[src/rtl/rx_pkg.sv]
// Shared types and constants for the serial-line triple sampler.
package rx_pkg;

    localparam int unsigned DEF_OSR   = 16;
    localparam int unsigned DEF_NBITS = 10;

    typedef enum logic [1:0] {
        StIdle,
        StHunt,
        StSample
    } rx_state_e;

    function automatic int unsigned ph_a(input int unsigned osr);
        return osr / 2 - 1;
    endfunction

    function automatic int unsigned ph_b(input int unsigned osr);
        return osr / 2;
    endfunction

    function automatic int unsigned ph_c(input int unsigned osr);
        return osr / 2 + 1;
    endfunction

    localparam int unsigned PH_A = DEF_OSR / 2 - 1;
    localparam int unsigned PH_B = DEF_OSR / 2;
    localparam int unsigned PH_C = DEF_OSR / 2 + 1;

endpackage

[src/rtl/sync2.sv]
// Two-flop synchroniser for an asynchronous level; resets to 1 (idle line).
module sync2 (
    input  logic clk,
    input  logic rst,
    input  logic d_i,
    output logic q_o
);

    logic [1:0] ff_q, ff_d;

    always_comb begin
        ff_d = {ff_q[0], d_i};
    end

    always_ff @(posedge clk) begin
        if (rst) begin
            ff_q <= 2'b11;
        end else begin
            ff_q <= ff_d;
        end
    end

    assign q_o = ff_q[1];

endmodule

[src/rtl/bit_triple_sampler.sv]
// Hunts for a falling start edge on a serial line and samples each bit period
// three times around its centre, handing a/b/c triples to a downstream voter.
module bit_triple_sampler
    import rx_pkg::*;
#(
    parameter int unsigned OSR   = DEF_OSR,
    parameter int unsigned NBITS = DEF_NBITS,
    parameter int unsigned PW    = 4,
    parameter int unsigned IW    = 4
) (
    input  logic          clk,
    input  logic          rst,
    input  logic          tick,
    input  logic          arm,
    input  logic          din,
    output logic          a,
    output logic          b,
    output logic          c,
    output logic          valid,
    output logic [IW-1:0] bit_idx,
    output logic          busy,
    output logic          done
);

    if ((OSR % 2) != 0 || OSR < 4 || (2 ** PW) < OSR || (2 ** IW) < NBITS) begin : g_bad_params
        $error("bit_triple_sampler: OSR must be even and >= 4, and PW/IW wide enough");
    end

    localparam logic [PW-1:0] PhA     = PW'(ph_a(OSR));
    localparam logic [PW-1:0] PhB     = PW'(ph_b(OSR));
    localparam logic [PW-1:0] PhC     = PW'(ph_c(OSR));
    localparam logic [PW-1:0] PhLast  = PW'(OSR - 1);
    localparam logic [IW-1:0] IdxLast = IW'(NBITS - 1);

    logic din_s;

    sync2 u_sync2 (
        .clk (clk),
        .rst (rst),
        .d_i (din),
        .q_o (din_s)
    );

    rx_state_e     state_q, state_d;
    logic          prev_q, prev_d;
    logic [PW-1:0] phase_q, phase_d;
    logic [IW-1:0] bit_idx_q, bit_idx_d;
    logic          a_q, a_d, b_q, b_d, c_q, c_d;
    logic          valid_q, valid_d, done_q, done_d, busy_q, busy_d;

    always_comb begin
        state_d   = state_q;
        prev_d    = prev_q;
        phase_d   = phase_q;
        bit_idx_d = bit_idx_q;
        a_d       = a_q;
        b_d       = b_q;
        c_d       = c_q;
        valid_d   = 1'b0;
        done_d    = 1'b0;

        unique case (state_q)
            StIdle: begin
                // A line already low when armed has to rise before it can start a frame.
                if (arm) begin
                    state_d = StHunt;
                    prev_d  = 1'b0;
                end
            end
            StHunt: begin
                if (!arm) begin
                    state_d = StIdle;
                end else if (tick) begin
                    prev_d = din_s;
                    if (prev_q && !din_s) begin
                        state_d   = StSample;
                        phase_d   = '0;
                        bit_idx_d = '0;
                    end
                end
            end
            StSample: begin
                if (tick) begin
                    if (phase_q == PhA) a_d = din_s;
                    if (phase_q == PhB) b_d = din_s;
                    if (phase_q == PhC) begin
                        c_d     = din_s;
                        valid_d = 1'b1;
                    end
                    if (phase_q == PhLast) begin
                        phase_d = '0;
                        if (bit_idx_q == IdxLast) begin
                            bit_idx_d = '0;
                            done_d    = 1'b1;
                            // Stop bit is high, so an immediate start edge is still seen.
                            prev_d    = 1'b1;
                            state_d   = arm ? StHunt : StIdle;
                        end else begin
                            bit_idx_d = bit_idx_q + 1'b1;
                        end
                    end else begin
                        phase_d = phase_q + 1'b1;
                    end
                end
            end
            default: state_d = StIdle;
        endcase

        busy_d = (state_d == StSample);
    end

    always_ff @(posedge clk) begin
        if (rst) begin
            state_q   <= StIdle;
            prev_q    <= 1'b1;
            phase_q   <= '0;
            bit_idx_q <= '0;
            a_q       <= 1'b1;
            b_q       <= 1'b1;
            c_q       <= 1'b1;
            valid_q   <= 1'b0;
            done_q    <= 1'b0;
            busy_q    <= 1'b0;
        end else begin
            state_q   <= state_d;
            prev_q    <= prev_d;
            phase_q   <= phase_d;
            bit_idx_q <= bit_idx_d;
            a_q       <= a_d;
            b_q       <= b_d;
            c_q       <= c_d;
            valid_q   <= valid_d;
            done_q    <= done_d;
            busy_q    <= busy_d;
        end
    end

    assign a       = a_q;
    assign b       = b_q;
    assign c       = c_q;
    assign valid   = valid_q;
    assign done    = done_q;
    assign busy    = busy_q;
    assign bit_idx = bit_idx_q;

endmodule

[config.mk]
export PLATFORM = sky130hd
export DESIGN_NAME = bit_triple_sampler
export DESIGN_NICKNAME = d
export VERILOG_FILES = /design/src/rtl/rx_pkg.sv /design/src/rtl/sync2.sv /design/src/rtl/bit_triple_sampler.sv
export SDC_FILE = /design/constraint.sdc
export NUM_CORES = 1
export LEC_CHECK = 0
export ABC_AREA = 1
export ABC_CLOCK_PERIOD_IN_PS = 1300
export BUFFER_PORTS_ARGS = -buffer_cell sky130_fd_sc_hd__buf_2
export CAP_MARGIN = 15
export CORE_MARGIN = 2
export CORE_UTILIZATION = 35
export DETAILED_ROUTE_END_ITERATION = 8
export GPL_TIMING_DRIVEN = 0
export HOLD_SLACK_MARGIN = 0.08
export SETUP_SLACK_MARGIN = 0.5
export SLEW_MARGIN = 20
export SYNTH_ARGS = -nofsm -noshare
export SYNTH_HDL_FRONTEND = slang
export SYNTH_SLANG_ARGS = --single-unit
export TNS_END_PERCENT = 20
[constraint.sdc]
create_clock -name clk -period 1.3 [get_ports clk]
set_input_delay 0.39 -clock clk [delete_from_list [all_inputs] [get_ports clk]]
set_output_delay 0.39 -clock clk [all_outputs]
set_load 0.02 [all_outputs]
==> Word level (Yosys, flattened, before mapping) <==
Index checks and enable logic that the tools add are counted.
{ "totals": {"reg_bits": 19, "inputBits": 5, "out_inout_bits": 10} }
{ "classes": {"add_sub_neg": 2, "n_eq_ne": 15, "mux": 28, "bitwise_logic": 3, "reduce_logical": 13} }
{ "op_table": {"columns": ["op", "count"], "rows": [
  ["4-bit 2-to-1 mux", 8],
  ["4-bit equality test (second input constant)", 4],
  ["4-bit one-hot mux with 2 select lines", 2],
  ["2-bit 2-to-1 mux", 7],
  ["2-bit != test (second input constant)", 7],
  ["1-bit 2-to-1 mux", 9],
  ["3-bit AND reduction", 3],
  ["4-bit by 1-bit adder with 4-bit output (second input constant)", 2],
  ["7-bit AND reduction", 1],
  ["2-bit one-hot mux with 3 select lines", 1],
  ["6-bit AND reduction", 1],
  ["5-bit AND reduction", 1],
  ["2-bit equality test (second input constant)", 2],
  ["4-bit by 3-bit equality test with 1-bit output (second input constant)", 1],
  ["4-bit OR reduction", 1],
  ["1-bit inverter", 3],
  ["1-bit one-hot mux with 3 select lines", 1],
  ["3-bit nonzero test", 1],
  ["3-bit OR reduction", 1],
  ["2-bit by 1-bit equality test with 1-bit output (second input constant)", 1],
  ["2-bit logical NOT", 1],
  ["2-bit nonzero test", 1],
  ["1-bit logical AND", 1],
  ["1-bit logical NOT", 1]
]} }

==> Depth between registers and ports, before layout <==
{ "logic_depth": {"word_depth": 7, "ltp_mapped": 10} }

==> By module <==
Synthesis repeated with hierarchy kept, for this count alone.
{ "hier_totals": {"cells_unflattened": 148, "hier_area_um2": 1061.0} }
{ "by_module_without_submodules": {"columns": ["mod", "instances", "cells_per_inst", "area_each_um2", "seq_area_each_um2"], "rows": [
  ["bit_triple_sampler", 1, 141, 1002.2, 340.3],
  ["sync2", 1, 7, 58.8, 40.0]
]} }

==> Worst setup path before layout <==
No wires, ideal clock.
{ "synth_path": {"path_type": "reg2reg", "start": "register bit_idx_q[0] (netlist: bit_idx[0])", "end": "register busy_q (netlist: busy)", "setup_time_ps": 116, "t_arrival_ps": 1310, "t_required_ps": 1184, "slack_ps": -126, "stages_incl_launch_ff": 9, "synth_period_minus_slack_ps": 1426, "cell_sequence": "dfxtp_1 -> ha_1 -> nand2_1 -> nor2_1 -> nand3_1 -> nand2_1 -> nand3_1 -> nand2_1 -> a21oi_1"} }
{ "synth_via": {"elab_chain_len": 6} }
{ "synth_rtl": {"columns": ["element", "line", "source"], "rows": [
  ["from (decl)", "bit_triple_sampler.sv:47", "logic [IW-1:0] bit_idx_q, bit_idx_d;"],
  ["from (signal assigned)", "bit_triple_sampler.sv:128", "bit_idx_q <= bit_idx_d;"],
  ["4-bit equality test", "bit_triple_sampler.sv:92", "if (bit_idx_q == IdxLast) begin"],
  ["2-bit 2-to-1 mux", "bit_triple_sampler.sv:92", null],
  ["2-bit 2-to-1 mux", "bit_triple_sampler.sv:90", "if (phase_q == PhLast) begin"],
  ["2-bit 2-to-1 mux", "bit_triple_sampler.sv:83", "if (tick) begin"],
  ["2-bit one-hot mux with 3 select lines", "bit_triple_sampler.sv:62", "unique case (state_q)"],
  ["2-bit equality test", "bit_triple_sampler.sv:109", "busy_d = (state_d == StSample);"],
  ["to (signal assigned)", "bit_triple_sampler.sv:134", "busy_q <= busy_d;"],
  ["to (decl)", "bit_triple_sampler.sv:49", "logic valid_q, valid_d, done_q, done_d, busy_q, busy_d;"]
]} }
Every way passes these cells.
A chain may end at the register's enable or synchronous reset.

==> Final worst setup path <==
{ "layout_path": {"start": "register state_q[0]", "end": "register bit_idx_q[1] (netlist: bit_idx[1])"} }
{ "layout_via": {"elab_chain_len": 3, "elab_cells_between_ends": 10, "cone_classes": "7 x eq/ne; 1 x mux; 2 x reduce/logical"} }
{ "layout_rtl": {"columns": ["element", "line", "source"], "rows": [
  ["from (decl)", "bit_triple_sampler.sv:44", "rx_state_e state_q, state_d;"],
  ["from (signal assigned)", "bit_triple_sampler.sv:114", "state_q <= StIdle;"],
  ["from (signal assigned)", "bit_triple_sampler.sv:125", "state_q <= state_d;"],
  ["2-bit by 1-bit equality test with 1-bit output / 2-bit equality test (equally long branches)", "bit_triple_sampler.sv:62", null],
  ["2-bit != test (no line) / 2-bit nonzero test (equally long branches)", null, null],
  ["6-bit AND reduction (no line)", null, null]
]} }
Parallel ways exist; a longest one is shown, timed or not.

==> summary.txt <==
CTS
  • Clock root buffer: clkbuf_4
  • CTS Buf Count: 3
  • TritonCTS clock tree: built
  • Sink Count: 19
  • Clk buf depth: 2
  • Clock slew seen by the registers of the worst setup and hold paths: roughly 0.11 ns
  • H-tree levels: 1
  • Worst-Skew Late Latency: between 0.3 and 0.4 ns

Synth
  • Number of synthesized flops with an enable pin: 0
  • Post-synth top cells: 25 x nand2_1, 19 x dfxtp_1, 17 x inv_1
  • Synth top area share: 34.5%
  • Top post-synthesis cells by area: dfxtp_1 34%, ha_1 10%, nand2_1 8.5%
  • Top-count cell post-synth: nand2_1
  • FFs w/ async S/R, synth: 0%
  • #FFs+latches synth: 19
  • Yosys top cell by area: dfxtp_1
  • Syn Area/Cell: about 7.7 um^2
  • Synthesized instance count: roughly 140
  • Cell area after synthesis: 1100 um^2
  • Post-synthesis cell type count: 30
  • Sequential area share after synthesis: roughly 34%
  • Synth warnings: 0
  • Syn Nets: 158
  • Synth Flop Type: dfxtp_1

Timing
  • Final Cycle Share: 109%
  • Max Slew Vio Count: 0
  • Final WS setup: -0.112 ns
  • Worst relative slew slack: 61.8%
  • Worst clock skew: ~0.013 ns
  • Slew @ Worst Pin: between 0.5 and 0.6 ns
  • Maximum clock frequency: roughly 700 MHz
  • Final Hold Vio Count: 0
  • Final Critical Period: between 1 and 1.5 ns
  • Hold Slack: around 0.27 ns
  • RSZ-0062 raised after global routing: yes
  • Finish-stage setup viols: 10

Detailed routing
  • Initial DRC Count: 58
  • Router iterations before antenna repair: 4
  • Vias post-DR: ~1000
  • Wire per inst: about 11 um
  • DR vias/cell: between 4 and 5
  • DRC viols: 0
  • Post-DRT Antenna Nets: 0
  • Total routed wirelength: 2.33 mm

Worst setup path
  • Crit end category: flip-flop
  • Worst r2r src: state_q[0]
  • Worst reg2reg path depth: 10
  • CP max FO: 6
  • Max incr delay on CP: 0.38 ns
  • Worst Setup EP: bit_idx[1]
  • Worst R2R Setup Slack: -0.11 ns
  • Critical R2R Capture: bit_idx[1]
  • Worst EP required: 1.49 ns
  • Most frequent CP cell: inv_4
  • Slowest CP cell: dfxtp_4
  • Worst-path cell chain: inv_4 -> ha_4 -> buf_8 -> buf_4 -> nand2_4 -> inv_4 -> nor2_8 -> o21ai_1 -> o21ai_0 -> nor2_1
  • WS Path Type: flip-flop to flip-flop
  • Setup crit start: state_q[0]
  • Critical path launch point type: flip-flop
  • Critical path arrival: between 1.5 and 2 ns

Pwr
  • Tot Pwr: approximately 1100 uW
  • Worst vdd ir: 0.583 mV
  • Pleak: 0.000598 uW
  • Cell Pwr Density: between 700 and 800 nW/um^2

Place
  • Buffers added on ports: 14
  • Gpl congestion: slightly below 0.8
  • Area after DPL: around 1300 um^2
  • Post-Place Cells: between 200 and 250
  • HPWL after DPL: roughly 1.7 mm

Global routing
  • Gr ovfl total: 0
  • First-pass GRT wire length: approximately 4.1 mm
  • Initial antenna violation count: 0
  • Vias in the first global route: 988
  • All-layer global routing usage: between 10 and 15%
  • Largest net degree at the start of global routing: 11

Min path
  • Hold Path Depth: 2
  • Hold Crit Class: input port to flip-flop

Floorplanning
  • # IOs: 15
  • Horiz. Die Dim: approximately 60 um
  • Die Y: 60.2 um
  • Cell Rows: 20
  • Initial Util: 36.4%
  • Placeable Area: ~3000 um^2
  • Die area: approximately 3600 um^2

Cells and area
  • Final Util: between 40% and 50%
  • Layout area overhead: 35.4%
  • Fill count: just under 300
  • Share of layout cells above drive strength 1: a little over two fifths
  • Final Cell Area: around 1500 um^2
  • Fin nets: approximately 180
  • Post-Layout Cell Count: 211
  • Number of diodes: 0

Run status
  • Status: finished with violations
  • Failing checks: setup timing

Job
  • MaxCap Viol Count: 0
cell type report:
class                      instances  area, um^2  area share (%)
tap                               44        55.1            3.69
timing repair buffer              19         158            10.6
multi-input combinational        102         742            49.7
buffer                             2        18.8            1.26
inverter                          21        86.3            5.78
clock buffer                       4        26.3            1.76
sequential                        19         408            27.3
worst min path at each step:
| stage | from | end | slack, ns |
|---|---|---|---|
| 2_1_floorplan | u_sync2.ff_q[0] | u_sync2.ff_q[1] | 0.39 |
| 3_3_place_gp | u_sync2.ff_q[0] | u_sync2.ff_q[1] | 0.39 |
| 3_5_place_dp | u_sync2.ff_q[0] | u_sync2.ff_q[1] | 0.40 |
| 4_1_cts | din | u_sync2.ff_q[0] | 0.26 |
| 5_1_grt | din | u_sync2.ff_q[0] | 0.27 |
| 6_report | din | u_sync2.ff_q[0] | 0.27 |
sequential cells by signal, summed over array words and instances, names as in the netlist:
register and count:
valid 1, prev_q 1, state_q 2, busy 1, u_sync2.ff_q 2, a 1
c 1, done 1, phase_q 4, bit_idx 4, b 1
metal layers:
layer / part of all wire [%] / routed length (um) / vias up / global-route usage [%]
met5: 0 / 0 / - / 0
met4: 3.6 / 83 / 0 / 8.57
met3: 3.9 / 90 / 10 / 3.25
met2: 47 / 1090 / 21 / 25.9
met1: 46 / 1060 / 451 / 16.6
li1: - / - / 517 / -
cells in the final DEF, fill, tap and decap left out, drive strengths merged:
master,Yosys,final
buf,1,20
nor3b,1,1
dfxtp,19,19
nor2,17,17
o211ai,1,1
or2,2,2
nand2,26,26
xor2,1,1
a22oi,1,1
nor3,2,2
a21oi,13,13
nand4,3,3
a21boi,1,1
o21bai,1,1
inv,21,21
ha,9,9
nor4,1,1
nand3,15,15
nand3b,1,1
a211oi,1,1
clkbuf,1,5
o21ai,6,6
metrics by stage:
stage               worst slack, ns  setup TNS (ns)
floorplan                   -0.0506          -0.154
global placement             -0.182           -1.20
detailed placement           -0.212           -1.56
CTS                          -0.145          -0.825
global route                 -0.206           -1.89
finish                       -0.112          -0.685
worst max-delay path, delay by kind of cell, from the launching register on:
family	cells	cell delay, ns
simple gates	3	0.26
flops	1	0.38
fa+ha+maj	1	0.15
compound gates	2	0.14
buf+inv	4	0.36
power breakdown:
| group | internal (uW) | switching [uW] |
|---|---|---|
| clock | 120 | 185 |
| combinational | 71.7 | 96.4 |
| sequential | 591 | 14.2 |
| total | 782 | 295 |
logic make-up (layout without fill, tap and decap cells):
kind of cell	after synthesis	after routing	share of synthesized area [%]
and+or+nand+nor	68	68	33.0
AOI/OAI and AO/OA	24	24	13.0
buffers and inverters	23	46	8.50
DFF	19	19	34.5
adders and majority gates	9	9	10.2
xor gates and xnor gates	1	1	0.794
repair_timing:
item | CTS | global route
setup endpoints to repair | 27 | 27
resized for setup | 40 | 8
pin swaps | 7 | 4
hold endpoints to repair | 0 | 0
hold buffers | 0 | 0
buffers inserted | 4 | 1
Note: power is estimated with default switching activity, not from simulation.
